[config.mk]
export PLATFORM = sky130hd
export DESIGN_NAME = dmem_arbiter
export DESIGN_NICKNAME = d
export VERILOG_FILES = /design/src/rtl/dmem_arbiter.sv
export SDC_FILE = /design/constraint.sdc
export NUM_CORES = 1
export LEC_CHECK = 0
export CAP_MARGIN = 20
export CORE_AREA = 8 8 109 111
export DETAILED_ROUTE_END_ITERATION = 10
export DIE_AREA = 0 0 117 119
export HOLD_SLACK_MARGIN = 0.08
export PLACE_DENSITY = 0.75
export SYNTH_ARGS = -nofsm -noshare
export SYNTH_HDL_FRONTEND = slang
export SYNTH_SLANG_ARGS = --single-unit
[constraint.sdc]
create_clock -name clk -period 1.9 [get_ports clk]
set_clock_uncertainty 0.05 [all_clocks]
set_input_delay 0.475 -clock clk [delete_from_list [all_inputs] [get_ports clk]]
set_output_delay 0.475 -clock clk [all_outputs]
set_load 0.03 [all_outputs]
[src/rtl/dmem_arbiter.sv]
`timescale 1ns/1ps
// Two-requester arbiter onto one single-ported data memory; writes take one cycle, reads two.
// Tie breaking is fixed priority (port 0) unless DMEM_ARB_RR_EN is defined (round-robin).
`ifndef WORD_WIDTH
`define WORD_WIDTH 32
`endif

module dmem_arbiter (
  input  logic                   clk,
  input  logic                   rst,
  input  logic                   p0_valid,
  input  logic                   p0_we,
  input  logic [`WORD_WIDTH-1:0] p0_addr,
  input  logic [`WORD_WIDTH-1:0] p0_wdata,
  input  logic                   p1_valid,
  input  logic                   p1_we,
  input  logic [`WORD_WIDTH-1:0] p1_addr,
  input  logic [`WORD_WIDTH-1:0] p1_wdata,
  output logic                   p0_ready,
  output logic                   p1_ready,
  output logic                   p0_rvalid,
  output logic                   p1_rvalid,
  output logic [`WORD_WIDTH-1:0] p0_rdata,
  output logic [`WORD_WIDTH-1:0] p1_rdata,
  output logic                   mem_write,
  output logic                   mem_read,
  output logic [`WORD_WIDTH-1:0] mem_addr,
  output logic [`WORD_WIDTH-1:0] mem_wdata,
  input  logic [`WORD_WIDTH-1:0] mem_rdata
);

  localparam int W = `WORD_WIDTH;

  typedef enum logic {IDLE = 1'b0, RD_WAIT = 1'b1} state_e;

  state_e         state_q, state_d;
  logic           last_grant_q, last_grant_d;
  logic           owner_q, owner_d;

  logic           any_req;
  logic           grant;
  logic           winner;
  logic           win_we;
  logic [W-1:0]   win_addr;
  logic [W-1:0]   win_wdata;

  assign any_req = p0_valid | p1_valid;
  // Reset masks the grant combinationally so nothing is accepted while rst is high.
  assign grant   = ~rst & (state_q == IDLE) & any_req;

  always_comb begin
    winner = p1_valid & ~p0_valid;
    if (p0_valid && p1_valid) begin
`ifdef DMEM_ARB_RR_EN
      winner = ~last_grant_q;
`else
      winner = 1'b0;
`endif
    end
  end

`ifndef DMEM_ARB_RR_EN
  logic unused_last_grant;
  assign unused_last_grant = last_grant_q;
`endif

  assign win_we    = winner ? p1_we    : p0_we;
  assign win_addr  = winner ? p1_addr  : p0_addr;
  assign win_wdata = winner ? p1_wdata : p0_wdata;

  assign p0_ready  = grant & ~winner;
  assign p1_ready  = grant &  winner;
  assign mem_write = grant &  win_we;
  assign mem_read  = grant & ~win_we;
  assign mem_addr  = grant ? win_addr  : '0;
  assign mem_wdata = grant ? win_wdata : '0;

  // Read data is broadcast; only the owner of the outstanding read sees rvalid.
  assign p0_rvalid = (state_q == RD_WAIT) & ~owner_q;
  assign p1_rvalid = (state_q == RD_WAIT) &  owner_q;
  assign p0_rdata  = mem_rdata;
  assign p1_rdata  = mem_rdata;

  always_comb begin
    state_d      = state_q;
    last_grant_d = last_grant_q;
    owner_d      = owner_q;
    case (state_q)
      IDLE: begin
        if (grant) begin
          last_grant_d = winner;
          if (!win_we) begin
            state_d = RD_WAIT;
            owner_d = winner;
          end
        end
      end
      RD_WAIT: state_d = IDLE;
      default: state_d = IDLE;
    endcase
  end

  always_ff @(posedge clk or posedge rst) begin
    if (rst) begin
      state_q      <= IDLE;
      last_grant_q <= 1'b1;
      owner_q      <= 1'b0;
    end else begin
      state_q      <= state_d;
      last_grant_q <= last_grant_d;
      owner_q      <= owner_d;
    end
  end

`ifndef SYNTHESIS
  always @(posedge clk) begin
    if (!rst) begin
      assert (!(mem_write && mem_read));
      assert (!(p0_ready && p1_ready));
      assert (!(p0_rvalid && p1_rvalid));
    end
  end
`endif

endmodule

==> Word level (Yosys, flattened, before mapping) <==
Index checks and enable logic that the tools add are counted.
{ "word_totals": {"ff_bits": 2, "in_bits": 166, "out_inout_bits": 134, "elab_cells": 29} }
{ "classes": {"mux": 9, "n_bitwise": 16, "n_reduce_logical": 2} }
{ "op_table": {"columns": ["cell", "n"], "rows": [
  ["32-bit 2-to-1 mux", 4],
  ["1-bit AND", 9],
  ["1-bit inverter", 6],
  ["1-bit 2-to-1 mux", 4],
  ["3-bit AND reduction", 1],
  ["1-bit one-hot mux with 2 select lines", 1],
  ["1-bit logical AND", 1],
  ["1-bit OR", 1]
]} }

==> Logic depth before layout (Yosys ltp) <==
{ "logic_depth": {"ltp_word": 7, "mapped_depth": 4, "depth_no_buf": 2} }

==> Worst setup path after synthesis <==
OpenSTA, ideal clock, no wires.
{ "synth_path": {"path_type": "input port to output port", "from": "input port p0_valid", "to": "output port mem_read", "arrival_ns": 1.662, "required_time_ns": 1.375, "slack_ns": -0.287, "stages": 2, "n_path_buf": 0, "cell_sequence": "or3b_1 -> a211oi_1"} }
{ "synth_between": {"elab_chain_len": 6, "elab_cells_between_ends": 9, "classes_between": "2 x mux; 6 x bitwise; 1 x reduce/logical"} }
{ "synth_lines": {"columns": ["element", "line_no", "rtl"], "rows": [
  ["start, declared", "11", "input logic p0_valid,"],
  ["1-bit inverter", "52", "winner = p1_valid & ~p0_valid;"],
  ["1-bit AND", "52", null],
  ["1-bit 2-to-1 mux", "53", "if (p0_valid && p1_valid) begin"],
  ["1-bit 2-to-1 mux", "67", "assign win_we = winner ? p1_we : p0_we;"],
  ["1-bit inverter (no source line)", null, null],
  ["1-bit AND (*)", "74", "assign mem_read = grant & ~win_we;"],
  ["end, declared", "26", "output logic mem_read,"]
]} }
Mark *: on every way between the ends. The rest lies on a longest branch, timed or not.

==> Worst setup path after layout <==
{ "layout_path": {"from": "register state_q", "to": "output port mem_addr[8]"} }
{ "layout_between": {"elab_chain_len": 4} }
{ "layout_lines": {"columns": ["element", "line_no", "rtl"], "rows": [
  ["start, declared", "36", "state_e state_q, state_d;"],
  ["start signal, assigned", "109", "state_q <= state_d;"],
  ["1-bit inverter (no source line)", null, null],
  ["1-bit AND (2 in series)", "49", "assign grant = ~rst & (state_q == IDLE) & any_req;"],
  ["32-bit 2-to-1 mux", "75", "assign mem_addr = grant ? win_addr : '0;"],
  ["end, declared", "27", "output logic [`WORD_WIDTH-1:0] mem_addr,"]
]} }
Every way passes these cells.

==> run_results.csv <==
group,metric,value,unit
timing,setup_viol_count_final,68,
final_layout,diodes,0,
clock_network,cts_tree,"built",
synthesis,synth_nets,325,
placement,dp.cells,429,
timing,relSlewSlack,84.37,%
detailed_routing,viasPerCell,4.213,
clock_network,path_clk_slew,0.03,ns
setup_path,required,1.37,ns
die,die-area,0.01392,sq mm
placement,dp_hpwl,7350,um
synthesis,ys_seq_area_share,3.791,%
setup_path,arrival,1.66,ns
detailed_routing,wirelength,10490,um
clock_network,cts_buffer_depth,2,
die,io_pins,300,
clock_network,clkLatencyLatePin,0.21,ns
placement,place_ws,-0.7375,ns
synthesis,synth_seq_cells,2,
timing,grt_setup_unrepaired,"yes",
synthesis,yosys.area.top_type_share,43.13,%
global_routing,antenna_found_initial,0,
die,core,0.01009,sq mm
setup_path,path_class,"register to output pin",
setup_path,crit_path_max_fanout,8,
run,cap_violations,0,
timing,fmax,458.7,MHz
synthesis,ys_types,16,
global_routing,grt_pass1_vias,2147,
clock_network,htreeDepth,1,
synthesis,netlist_instances,159,
setup_path,startpoint_type,"register",
detailed_routing,post_drt_wl_per_cell,23.05,um
pwr,p_leak,1.788,nW
final_layout,layout.cells.non_filler,455,
detailed_routing,dr.pass1.iters,4,
synthesis,yosysTopAreaCell,"a22o_1",
setup_path,end_kind,"output pin",
run_status,outcome,"complete, but fails checks",
detailed_routing,routed-via-count,1917,
synthesis,syn_avg_cell_area,8.302,sq um
synthesis,synthesis.area,0.001320,sq mm
global_routing,grt_pass1_wl,12970,um
timing,finalCriticalPeriod,2.180,ns
placement,io_buffers,203,
clock_network,numCtsBuffers,3,
timing,period_share,114.7,%
timing,layout_setup_ws,-0.2802,ns
detailed_routing,ant_nets,0,
pwr,vdd_drop_max,359.1,uV
die,row_count,37,
die,start_util,13.08,%
final_layout,final_nets,487,
setup_path,r2r_slack,0.29,ns
run_status,violations,"negative setup slack",
detailed_routing,drcViolationCount,0,
synthesis,ys_warn_count,0,
detailed_routing,first_iter_violations,73,
timing,max_slew.worst_pin.slew,0.2334,ns
pwr,power.density,327.1,mW/mm^2
final_layout,syn2layout_area_growth,206.5,%
placement,place.gp.congestion,0.8178,
pwr,total_power,1.324,mW
min_path,hp-class,"input port to async pin",
global_routing,gr-total-overflow,0,
die,die_w,117,um
clock_network,cts.sinks,2,
synthesis,synth_area_leaders,"a22o_1 43%, buf_4 39%, dfrtp_1 3.8%",
timing,finalHoldViolCount,0,
global_routing,grt_max_degree,40,
clock_network,cts-root-buf,"clkbuf_8",
timing,drv_slew,0,
final_layout,utilization,40.09,%
global_routing,grt_use_total,12.01,%
die,die_y,119,um
final_layout,drive_above_1_share,52.66,%
==> power breakdown <==
group / leakage [nW] / internal [mW] / switching, mW / total (mW)
clock: 0.0216 / 0.134 / 0.0331 / 0.167
sequential: 0.0244 / 0.0483 / 0.00555 / 0.0539
combinational: 1.74 / 0.651 / 0.452 / 1.10
==> layout by cell type (no fill, tap or decap), types with 2 or more instances in the layout <==
cell type,n
buf_6,63
clkbuf_16,5
a22o_4,39
inv_1,2
buf_16,4
clkdlybuf4s50_1,128
a211oi_2,2
buf_4,12
a22o_1,13
buf_2,2
buf_12,16
a22o_2,13
buf_8,4
clkbuf_8,3
==> layout make-up <==
type | count | area (sq um)
timing repair buffer | 235 | 2715
clock buffer | 3 | 41.29
inverter | 2 | 7.507
multi-input combinational | 77 | 1061
fill | 983 | 6046
sequential | 2 | 51.30
tap | 136 | 170.2
==> cells in the mapped netlist <==
library cell  number
and2_1             1
nand3b_1           1
or3b_1             1
nand2_1            1
buf_4             68
a211oi_1           3
nor4b_4            1
nor2b_1            1
dfrtp_1            2
a22o_1            65
buf_2              6
nand2b_1           1
or4b_1             1
inv_1              2
nor3b_2            1
buf_6              4
==> repair_timing <==
item	in CTS	in global routing
gates resized for setup	121	21
hold buffers	0	0
endpoints found under the setup margin	69	68
pin swaps	30	1
buffers inserted	9	3
cloned	4	8
==> layer usage <==
layer | vias to the layer above | share of wire, % | wire length (um) | track usage (%)
met3 | 19 | 11 | 1161 | 3.840
li1 | 866 | - | - | -
met2 | 147 | 52 | 5406 | 23.25
met5 | - | 0 | 0 | 0
met1 | 885 | 36 | 3748 | 11.76
met4 | 0 | 1.6 | 170 | 3.203
==> worst max-delay path: stages (launching register included) <==
cell	delay [ns]
dfrtp_2	0.42
buf_4	0.15
nor3b_4	0.22
buf_12	0.20
clkbuf_16	0.16
a22o_1	0.15
buf_6	0.14
==> sequential cells by signal (all words and copies together) (netlist names) <==
name and flops:
state_q 1, owner_q 1
==> final timing paths <==
kind	startpoint	endpoint	depth (start not counted)
setup / recovery	state_q$_DFF_PP0_	mem_addr[8]	6
hold / removal	rst	owner_q$_DFFE_PP0P_	3
setup reg to reg	state_q$_DFF_PP0_	owner_q$_DFFE_PP0P_	8
hold reg to reg	owner_q$_DFFE_PP0P_	owner_q$_DFFE_PP0P_	1
max in group asynchronous	rst	state_q$_DFF_PP0_	3
min in group clk	owner_q$_DFFE_PP0P_	owner_q$_DFFE_PP0P_	1
==> cells by family (layout without fill, tap and decap cells) <==
family | Yosys count | count (layout) | share of synthesized area (%)
flops | 2 | 2 | 3.792
compound gates | 68 | 68 | 44.83
simple gates | 9 | 9 | 6.446
buf+inv | 80 | 240 | 44.93
==> metrics by stage <==
step	instance area, sq um	hold WS (ns)	setup TNS [ns]
6_report	4046	0.2297	-15.75
5_1_grt	4046	0.2306	-19.47
4_1_cts	3761	0.2245	-14.76
3_5_place_dp	3055	0.5207	-44.04
3_3_place_gp	3055	0.5091	-41.41
2_1_floorplan	1390	0.1662	-0.01865
Power figures use the tool's default switching activity.
